### src/rtl/nes_controller_reader.sv
// nes_controller_reader
// Polls an NES controller (4021 shift register) at a fixed rate and publishes
// the eight button states once per complete frame.
//
// Ports
//   clk     : single clock, all logic on the rising edge
//   rst     : synchronous, active-high reset
//   en      : polling enable
//   data    : controller serial line, active-low, asynchronous to clk
//   latch   : latch strobe to the controller
//   pulse   : shift clock to the controller
//   buttons : last complete sample, 1 = pressed
//             (bit0 A, bit1 B, bit2 Select, bit3 Start, bit4 Up, bit5 Down,
//              bit6 Left, bit7 Right)
//   axiov   : one-cycle valid strobe for axiod
//   axiod   : {buttons, buttons}
module nes_controller_reader #(
   parameter int LATCH_CYCLES = 600,
   parameter int HALF_CYCLES  = 300,
   parameter int POLL_CYCLES  = 833_333
) (
   input  logic        clk,
   input  logic        rst,
   input  logic        en,
   input  logic        data,
   output logic        latch,
   output logic        pulse,
   output logic [7:0]  buttons,
   output logic        axiov,
   output logic [15:0] axiod
);

   // One width serves both the phase counter and the poll counter; it holds
   // POLL_CYCLES-1, which is the largest count either of them reaches.
   localparam int PW = (POLL_CYCLES > 2) ? $clog2(POLL_CYCLES) : 1;

   localparam logic [PW-1:0] LATCH_LAST = PW'(LATCH_CYCLES - 1);
   localparam logic [PW-1:0] HALF_LAST  = PW'(HALF_CYCLES - 1);
   localparam logic [PW-1:0] POLL_LAST  = PW'(POLL_CYCLES - 1);
   localparam logic [PW-1:0] CNT_ZERO   = '0;
   localparam logic [PW-1:0] CNT_ONE    = PW'(1'b1);

   typedef enum logic [2:0] {
      IDLE     = 3'd0,
      LATCH    = 3'd1,
      WAIT0    = 3'd2,
      PULSE_HI = 3'd3,
      PULSE_LO = 3'd4,
      DONE     = 3'd5
   } state_t;

   state_t          state;
   state_t          state_next;
   logic [PW-1:0]   cnt;
   logic [PW-1:0]   cnt_next;
   logic [PW-1:0]   poll;
   logic [2:0]      bit_cnt;
   logic [7:0]      shift;
   logic [7:0]      shift_next;
   logic            capture;
   logic            start;
   logic            en_prev;
   logic            data_meta;
   logic            data_sync;

   // Two-flop synchronizer for the asynchronous controller line.
   always_ff @(posedge clk) begin
      if (rst) begin
         data_meta <= 1'b0;
         data_sync <= 1'b0;
      end else begin
         data_meta <= data;
         data_sync <= data_meta;
      end
   end

   // Next-state logic: phase timing, bit capture strobes and frame start.
   always_comb begin
      state_next = state;
      cnt_next   = cnt + CNT_ONE;
      capture    = 1'b0;
      start      = 1'b0;
      case (state)
         IDLE: begin
            cnt_next = CNT_ZERO;
            // A fresh rise of en starts a frame immediately; otherwise the
            // poll counter paces the frames.
            if (en && ((poll == CNT_ZERO) || !en_prev)) begin
               state_next = LATCH;
               start      = 1'b1;
            end else begin
               state_next = IDLE;
            end
         end
         LATCH: begin
            if (cnt == LATCH_LAST) begin
               state_next = WAIT0;
               cnt_next   = CNT_ZERO;
            end else begin
               state_next = LATCH;
            end
         end
         WAIT0: begin
            // Bit 0 (A) is presented by the controller right after latch.
            if (cnt == HALF_LAST) begin
               capture    = 1'b1;
               state_next = PULSE_HI;
               cnt_next   = CNT_ZERO;
            end else begin
               state_next = WAIT0;
            end
         end
         PULSE_HI: begin
            if (cnt == HALF_LAST) begin
               state_next = PULSE_LO;
               cnt_next   = CNT_ZERO;
            end else begin
               state_next = PULSE_HI;
            end
         end
         PULSE_LO: begin
            if (cnt == HALF_LAST) begin
               capture  = 1'b1;
               cnt_next = CNT_ZERO;
               if (bit_cnt == 3'd7) begin
                  state_next = DONE;
               end else begin
                  state_next = PULSE_HI;
               end
            end else begin
               state_next = PULSE_LO;
            end
         end
         DONE: begin
            state_next = IDLE;
            cnt_next   = CNT_ZERO;
         end
         default: begin
            state_next = IDLE;
            cnt_next   = CNT_ZERO;
         end
      endcase
   end

   // Bits arrive A first; shifting in at the MSB leaves A at bit0 after eight.
   always_comb begin
      if (capture) begin
         shift_next = {~data_sync, shift[7:1]};
      end else begin
         shift_next = shift;
      end
   end

   // State, counters, shift register and registered outputs.
   always_ff @(posedge clk) begin
      if (rst) begin
         state   <= IDLE;
         cnt     <= CNT_ZERO;
         poll    <= CNT_ZERO;
         bit_cnt <= 3'd0;
         shift   <= 8'h00;
         en_prev <= 1'b0;
         latch   <= 1'b0;
         pulse   <= 1'b0;
         axiov   <= 1'b0;
         buttons <= 8'h00;
         axiod   <= 16'h0000;
      end else begin
         state   <= state_next;
         cnt     <= cnt_next;
         shift   <= shift_next;
         en_prev <= en;

         // Poll counter reads 1 in the first latch cycle, so it is back at 0
         // in the cycle before the next latch rise is due.
         if (start) begin
            poll <= CNT_ONE;
         end else if (poll == POLL_LAST) begin
            poll <= CNT_ZERO;
         end else begin
            poll <= poll + CNT_ONE;
         end

         if (start) begin
            bit_cnt <= 3'd0;
         end else if (capture) begin
            bit_cnt <= bit_cnt + 3'd1;
         end else begin
            bit_cnt <= bit_cnt;
         end

         // Outputs follow the next state so they line up with the state itself.
         latch <= (state_next == LATCH);
         pulse <= (state_next == PULSE_HI);
         axiov <= (state_next == DONE);

         // Publish only a complete frame, including the bit captured this edge.
         if (state_next == DONE) begin
            buttons <= shift_next;
            axiod   <= {shift_next, shift_next};
         end
      end
   end

endmodule

### config.mk
export PLATFORM = sky130hd
export DESIGN_NAME = nes_controller_reader
export DESIGN_NICKNAME = d
export VERILOG_FILES = /design/src/rtl/nes_controller_reader.sv
export SDC_FILE = /design/constraint.sdc
export NUM_CORES = 1
export LEC_CHECK = 0
export BUFFER_PORTS_ARGS = -buffer_cell sky130_fd_sc_hd__buf_2
export CORE_AREA = 4 4 84 86
export CTS_CLUSTER_DIAMETER = 80
export CTS_CLUSTER_SIZE = 10
export DETAILED_ROUTE_END_ITERATION = 8
export DIE_AREA = 0 0 88 90
export MAX_ROUTING_LAYER = met4
export PLACE_DENSITY = 0.71
export SETUP_SLACK_MARGIN = 0.4
export SLEW_MARGIN = 20
export SYNTH_ARGS = -nofsm -noshare
export SYNTH_HDL_FRONTEND = slang
export SYNTH_SLANG_ARGS = --single-unit
### constraint.sdc
create_clock -name clk -period 3.7 [get_ports clk]
set_clock_uncertainty 0.1 [all_clocks]
set_input_delay 0.37 -clock clk [delete_from_list [all_inputs] [get_ports clk]]
set_output_delay 0.37 -clock clk [all_outputs]
set_load 0.02 [all_outputs]
== Yosys cells after proc, flatten, opt, wreduce, memory -nomap -nowiden ==
Index checks and enable logic that the tools add are counted.
Storage, ports and cells
  register bits: 84
  bits of input ports: 4
  output and inout port bits: 27
  word-level logic and storage cells: 55
Operators by class
  $add $sub $neg: 3
  eq/ne operators: 11
  mux-type cells: 17
  bitwise gates (word level): 1
  reduce and logical (&&, ||, !) cells: 9
Operators by type and width (number)
  adder 20 x 1 -> 20 bit, second input constant: 2
  two-way mux 20 bit: 2
  case mux 20 bit (2 select lines): 1
  == test 20 x 10 -> 1 bit, second input constant: 1
  == test 20 bit, second input constant: 1
  == test 20 x 9 -> 1 bit, second input constant: 1
  zero test 20 bit: 1
  case mux 3 bit (5 select lines): 1
  == test 3 x 2 -> 1 bit, second input constant: 3
  == test 3 bit, second input constant: 3
  two-way mux 3 bit: 3
  two-way mux 1 bit: 8
  two-way mux 8 bit: 1
  == test 3 x 1 -> 1 bit, second input constant: 2
  OR reduction 3 bit: 2
  OR reduction 2 bit: 2
  adder 3 x 1 -> 3 bit, second input constant: 1
  zero test 3 bit: 1
  two-way mux 2 bit: 1
  logical AND 1 bit: 1
  zero test 1 bit: 1
  logical OR 1 bit: 1
  NOT 1 bit: 1

== Depth between registers and ports, before layout ==
  depth in word-level cells: 6
  mapped depth: 10
  depth with buffers taken out: 8

== Worst setup path before layout ==
Ideal clock, no wire load.
  path kind: register -> register
  from: register cnt[0]
  to: register axiod[7]
  data arrival time: 2.403 ns
  path slack: 1.075 ns
  stages on the path, launching flop included: 10
  clock period less this slack: 2.625 ns
  path through: dfxtp_1 > ha_1 > nor4b_2 > nand3_1 > or4_1 > buf_2 > and4bb_4 > or2_1 > buf_6 > mux2_4
Between the ends
  word-level cells in the longest chain between the ends: 4
  elaborated cells between the ends (all ways): 11
  those cells by class: 3 x eq/ne; 8 x mux
Ends and longest elaborated chain
  start: declaration: line 54  | logic [PW-1:0] cnt;
  start signal: assignment: line 170  | cnt <= cnt_next;
  == test 20 x 9 -> 1 bit or == test 20 x 10 -> 1 bit (tied branches)
  two-way mux 3 bit, or another cell as far along: line 122  | if (cnt == HALF_LAST) begin
  case mux 3 bit (5 select lines) or two-way mux 1 bit (tied branches)
  == test 3 bit or two-way mux 8 bit (tied branches): line 198, 147
  end signal: assignment: line 200  | axiod <= {shift_next, shift_next};
  end: declaration: line 30  | output logic [15:0] axiod
Several ways; a longest one is shown, not always the timed one.
A chain may end at the register's enable or synchronous reset.

== Worst setup path in the final report ==
  from: register cnt[0]
  to: register buttons[0]
Between the ends
  word-level cells in the longest chain between the ends: 4
  elaborated cells between the ends (all ways): 11
  those cells by class: 3 x eq/ne; 8 x mux
Ends and longest elaborated chain
  == test 20 x 9 -> 1 bit or == test 20 x 10 -> 1 bit (tied branches)
  two-way mux 3 bit, or another cell as far along: line 122
  case mux 3 bit (5 select lines) or two-way mux 1 bit (tied branches)
  == test 3 bit or two-way mux 8 bit (tied branches): line 198, 147
  end signal: assignment: line 199  | buttons <= shift_next;
  end: declaration: line 28  | output logic [7:0] buttons,
Several ways; a longest one is shown, not always the timed one.

==> results.sh <==
export IMPL_numCtsBuffers=9
export IMPL_wire_per_inst_um=12.4
export IMPL_worst_slew_pin_slew_ns=0.676
export IMPL_grt_first_pass_wirelength_mm=9.80
export IMPL_reg2reg_setup_slack_ns=0.72
export IMPL_core_area_um2=6280
export IMPL_crit_path_end_kind="flip-flop"
export IMPL_ctsHoldBuffers=0
export IMPL_avgSynthCellArea_um2=8.88
export IMPL_critPathCapture="buttons[0]$_SDFFE_PP0N_"
export IMPL_hold_path_class="in -> reg"
export IMPL_reg2regPathDepth=7
export IMPL_synth_top_family_by_area="simple AND/OR/NAND/NOR gates"
export IMPL_p_leak_nw=1.29
export IMPL_synth_edf_count=0
export IMPL_synth_flop_cell="dfxtp_1"
export IMPL_io_pins=31
export IMPL_ys_seq_area_share_pct=44.3
export IMPL_mostFrequentLayoutCells="dfxtp_1 (68), nor2_1 (54), nand2_1 (37)"
export IMPL_rows=29
export IMPL_cts_buffer_depth=2
export IMPL_rsz0062_at_grt="no"
export IMPL_pwr_density_cell_nw_per_um2=404
export IMPL_root_buffer="clkbuf_8"
export IMPL_async_flop_share_pct=0
export IMPL_multi_input_area_um2=1510
export IMPL_status="complete, no violations"
export IMPL_synth_xor_xnor_area_share_pct=10.8
export IMPL_worstReg2RegEnd="buttons[0]$_SDFFE_PP0N_"
export IMPL_crit_fanout=10
export IMPL_synth_compound_area_share_pct=4.15
export IMPL_ys_ff_latch=68
export IMPL_vdd_drop_max_v=0.000206
export IMPL_nNetsFinal=369
export IMPL_die_area_um2=7920
export IMPL_yosys_warnings=0
export IMPL_fin_setup_tns_ns=0
export IMPL_dr_first_iter_drc_count=97
export IMPL_final_min_clock_period_ns=2.98
export IMPL_timing_final_crit_share_pct=80.7
export IMPL_p_int_mw=1.01
export IMPL_grt_max_degree=28
export IMPL_fmax_mhz=335
export IMPL_max_cap_viol_count=0
export IMPL_seq_power_share_pct=55.7
export IMPL_clkLatencyLatePin_ns=0.35
export IMPL_worstSetupStartpoint="cnt[0]$_SDFF_PP0_"
export IMPL_p_sw_share_pct=25.1
export IMPL_r2r_start="cnt[0]$_SDFF_PP0_"
export IMPL_die_width_um=88
export IMPL_dpl_hpwl_mm=3.90
export IMPL_die_h_um=90
export IMPL_drv_slew=0
export IMPL_viasPerCell=5.12
export IMPL_setup_violations=0
export IMPL_clockPowerShare_pct=39.7
export IMPL_synthSimpleGateAreaFrac_pct=28.2
export IMPL_crit_type="reg -> reg"
export IMPL_syn_to_final_growth_pct=8.31
export IMPL_final_common_cell="dfxtp_1"
export IMPL_portBuffers=30
export IMPL_path_cells="ha_1 > nor4b_2 > nand3_1 > or4_1 > and4bb_4 > or2_1 > mux2_4"
export IMPL_grt_pass1_vias=2190
export IMPL_power_total_mw=1.35
export IMPL_ctsHtreeMaxLevel=3
export IMPL_grt_antenna_before_repair=0
export IMPL_synthMuxAreaShare_pct=3.91
export IMPL_wirelength_mm=5.47
export IMPL_combPwrFrac_pct=4.6
export IMPL_grt_util_all_layers_pct=15.7
export IMPL_syn_area_um2=3070
export IMPL_hold_viol=0
export IMPL_clk_pin_slew_ns=0.07
export IMPL_start_util_pct=49.0
export IMPL_switching_power_mw=0.337
export IMPL_grt_overflow=0
export IMPL_num_vias=2263
export IMPL_post_cts_resized=0
export IMPL_place_congestion=0.771
export IMPL_yosys_area_share_adder_pct=2.04
export IMPL_post_cts_buffers=0
export IMPL_postRouteAntennaNets=0
export IMPL_clkSinkCount=68
export IMPL_critPathArrivalTime_ns=3.12
export IMPL_drive_gt1_share_pct=16.7
export IMPL_dr_pass1_iters=7
export IMPL_synthDistinctLibCells=39
export IMPL_slowest_stage="or4_1"
export IMPL_fillers=592
export IMPL_diodes=0
export IMPL_cp_data_required_time_ns=3.84
export IMPL_drc=0
export IMPL_cts_tree="yes"
export IMPL_max_stage_delay_ns=0.68
export IMPL_cp_start_kind="flip-flop"
export IMPL_syn_num_nets=355
export IMPL_synthCells=346
export IMPL_slew_headroom_pct=54.9
export IMPL_regArea_um2=1360
## worst min path at each step
stage | depth (start not counted) | endpoint | startpoint | slack, ns
floorplan | 1 | shift[7]$_SDFF_PP0_ | data_sync$_SDFF_PP0_ | 0.31
global placement | 1 | shift[7]$_SDFF_PP0_ | data_sync$_SDFF_PP0_ | 0.33
detailed placement | 1 | shift[7]$_SDFF_PP0_ | data_sync$_SDFF_PP0_ | 0.32
CTS | 2 | data_meta$_SDFF_PP0_ | data | 0.13
global route | 2 | data_meta$_SDFF_PP0_ | data | 0.12
finish | 2 | data_meta$_SDFF_PP0_ | data | 0.14
## power by group through the flow
stage	logic (mW)	registers (mW)	clock network (mW)
finish	0.0625	0.749	0.534
global route	0.0719	0.751	0.593
CTS	0.0634	0.749	0.553
detailed placement	0.0632	0.766	0
global placement	0.0624	0.766	0
floorplan	0.0498	0.767	0
## registers in the layout (all words and copies together) (netlist names)
register and count:
latch 1, en_prev 1, cnt 20, data_sync 1, state 3, pulse 1, buttons 7, poll 20
axiov 1, axiod 1, data_meta 1, shift 8, bit_cnt 3
## stage by stage
| stage | cells | area [µm²] | util (%) | worst slack (ns) | hold slack, ns |
|---|---|---|---|---|---|
| 6_report | 442 | 3330 | 53.0 | 0.715 | 0.141 |
| 5_1_grt | 442 | 3330 | 53.0 | 0.516 | 0.124 |
| 4_1_cts | 442 | 3330 | 53.0 | 0.680 | 0.128 |
| 3_5_place_dp | 426 | 3150 | 50.2 | 0.691 | 0.322 |
| 3_3_place_gp | 426 | 3150 | 50.2 | 0.752 | 0.327 |
| 2_1_floorplan | 346 | 3070 | - | 1.08 | 0.305 |
## critical path: cells and delay by family (launching register included)
family / cells / cell delay (ns)
and+or+nand+nor: 5 / 1.84
muxes: 1 / 0.36
DFF: 1 / 0.35
adders and majority gates: 1 / 0.22
## cells by family (layout without fill, tap and decap cells)
logic type	count (synthesis)	in the layout
XOR/XNOR	38	38
AND/OR/NAND/NOR	172	172
multiplexers	8	8
flip-flops	68	68
buffers and inverters	35	54
AO/OA/AOI/OAI	20	20
adder cells (fa/ha/maj)	5	5
## cell type report
class | count | area share, %
Timing Repair Buffer | 31 | 4.74
Inverter | 7 | 0.789
Tap cell | 77 | 2.89
Sequential cell | 68 | 40.9
Clock buffer | 9 | 3.72
Clock inverter | 7 | 1.62
Multi-Input combinational cell | 243 | 45.3
## layer usage
metal,part of all wire (%),global-route usage (%)
met1,48,19.6
met2,46,23.0
met3,4.5,5.48
met4,1.5,6.27
met5,0,-
## synth_stat cells (all sizes together), types with 5 or more instances
library cell / instances / area share, %
xor2: 25 / 7.1
nor2: 54 / 6.6
mux2: 8 / 3.9
clkbuf: 8 / 0.98
nand4: 11 / 2.2
inv: 7 / 0.86
and3: 7 / 1.4
buf: 20 / 4.8
nand3: 19 / 3.1
nor3: 7 / 1.1
dfxtp: 68 / 44
a21oi: 11 / 1.8
nor4: 6 / 1.2
ha: 5 / 2.0
xnor2: 13 / 3.7
nand2: 37 / 4.5
nor2b: 12 / 2.4
Power figures use the tool's default switching activity.
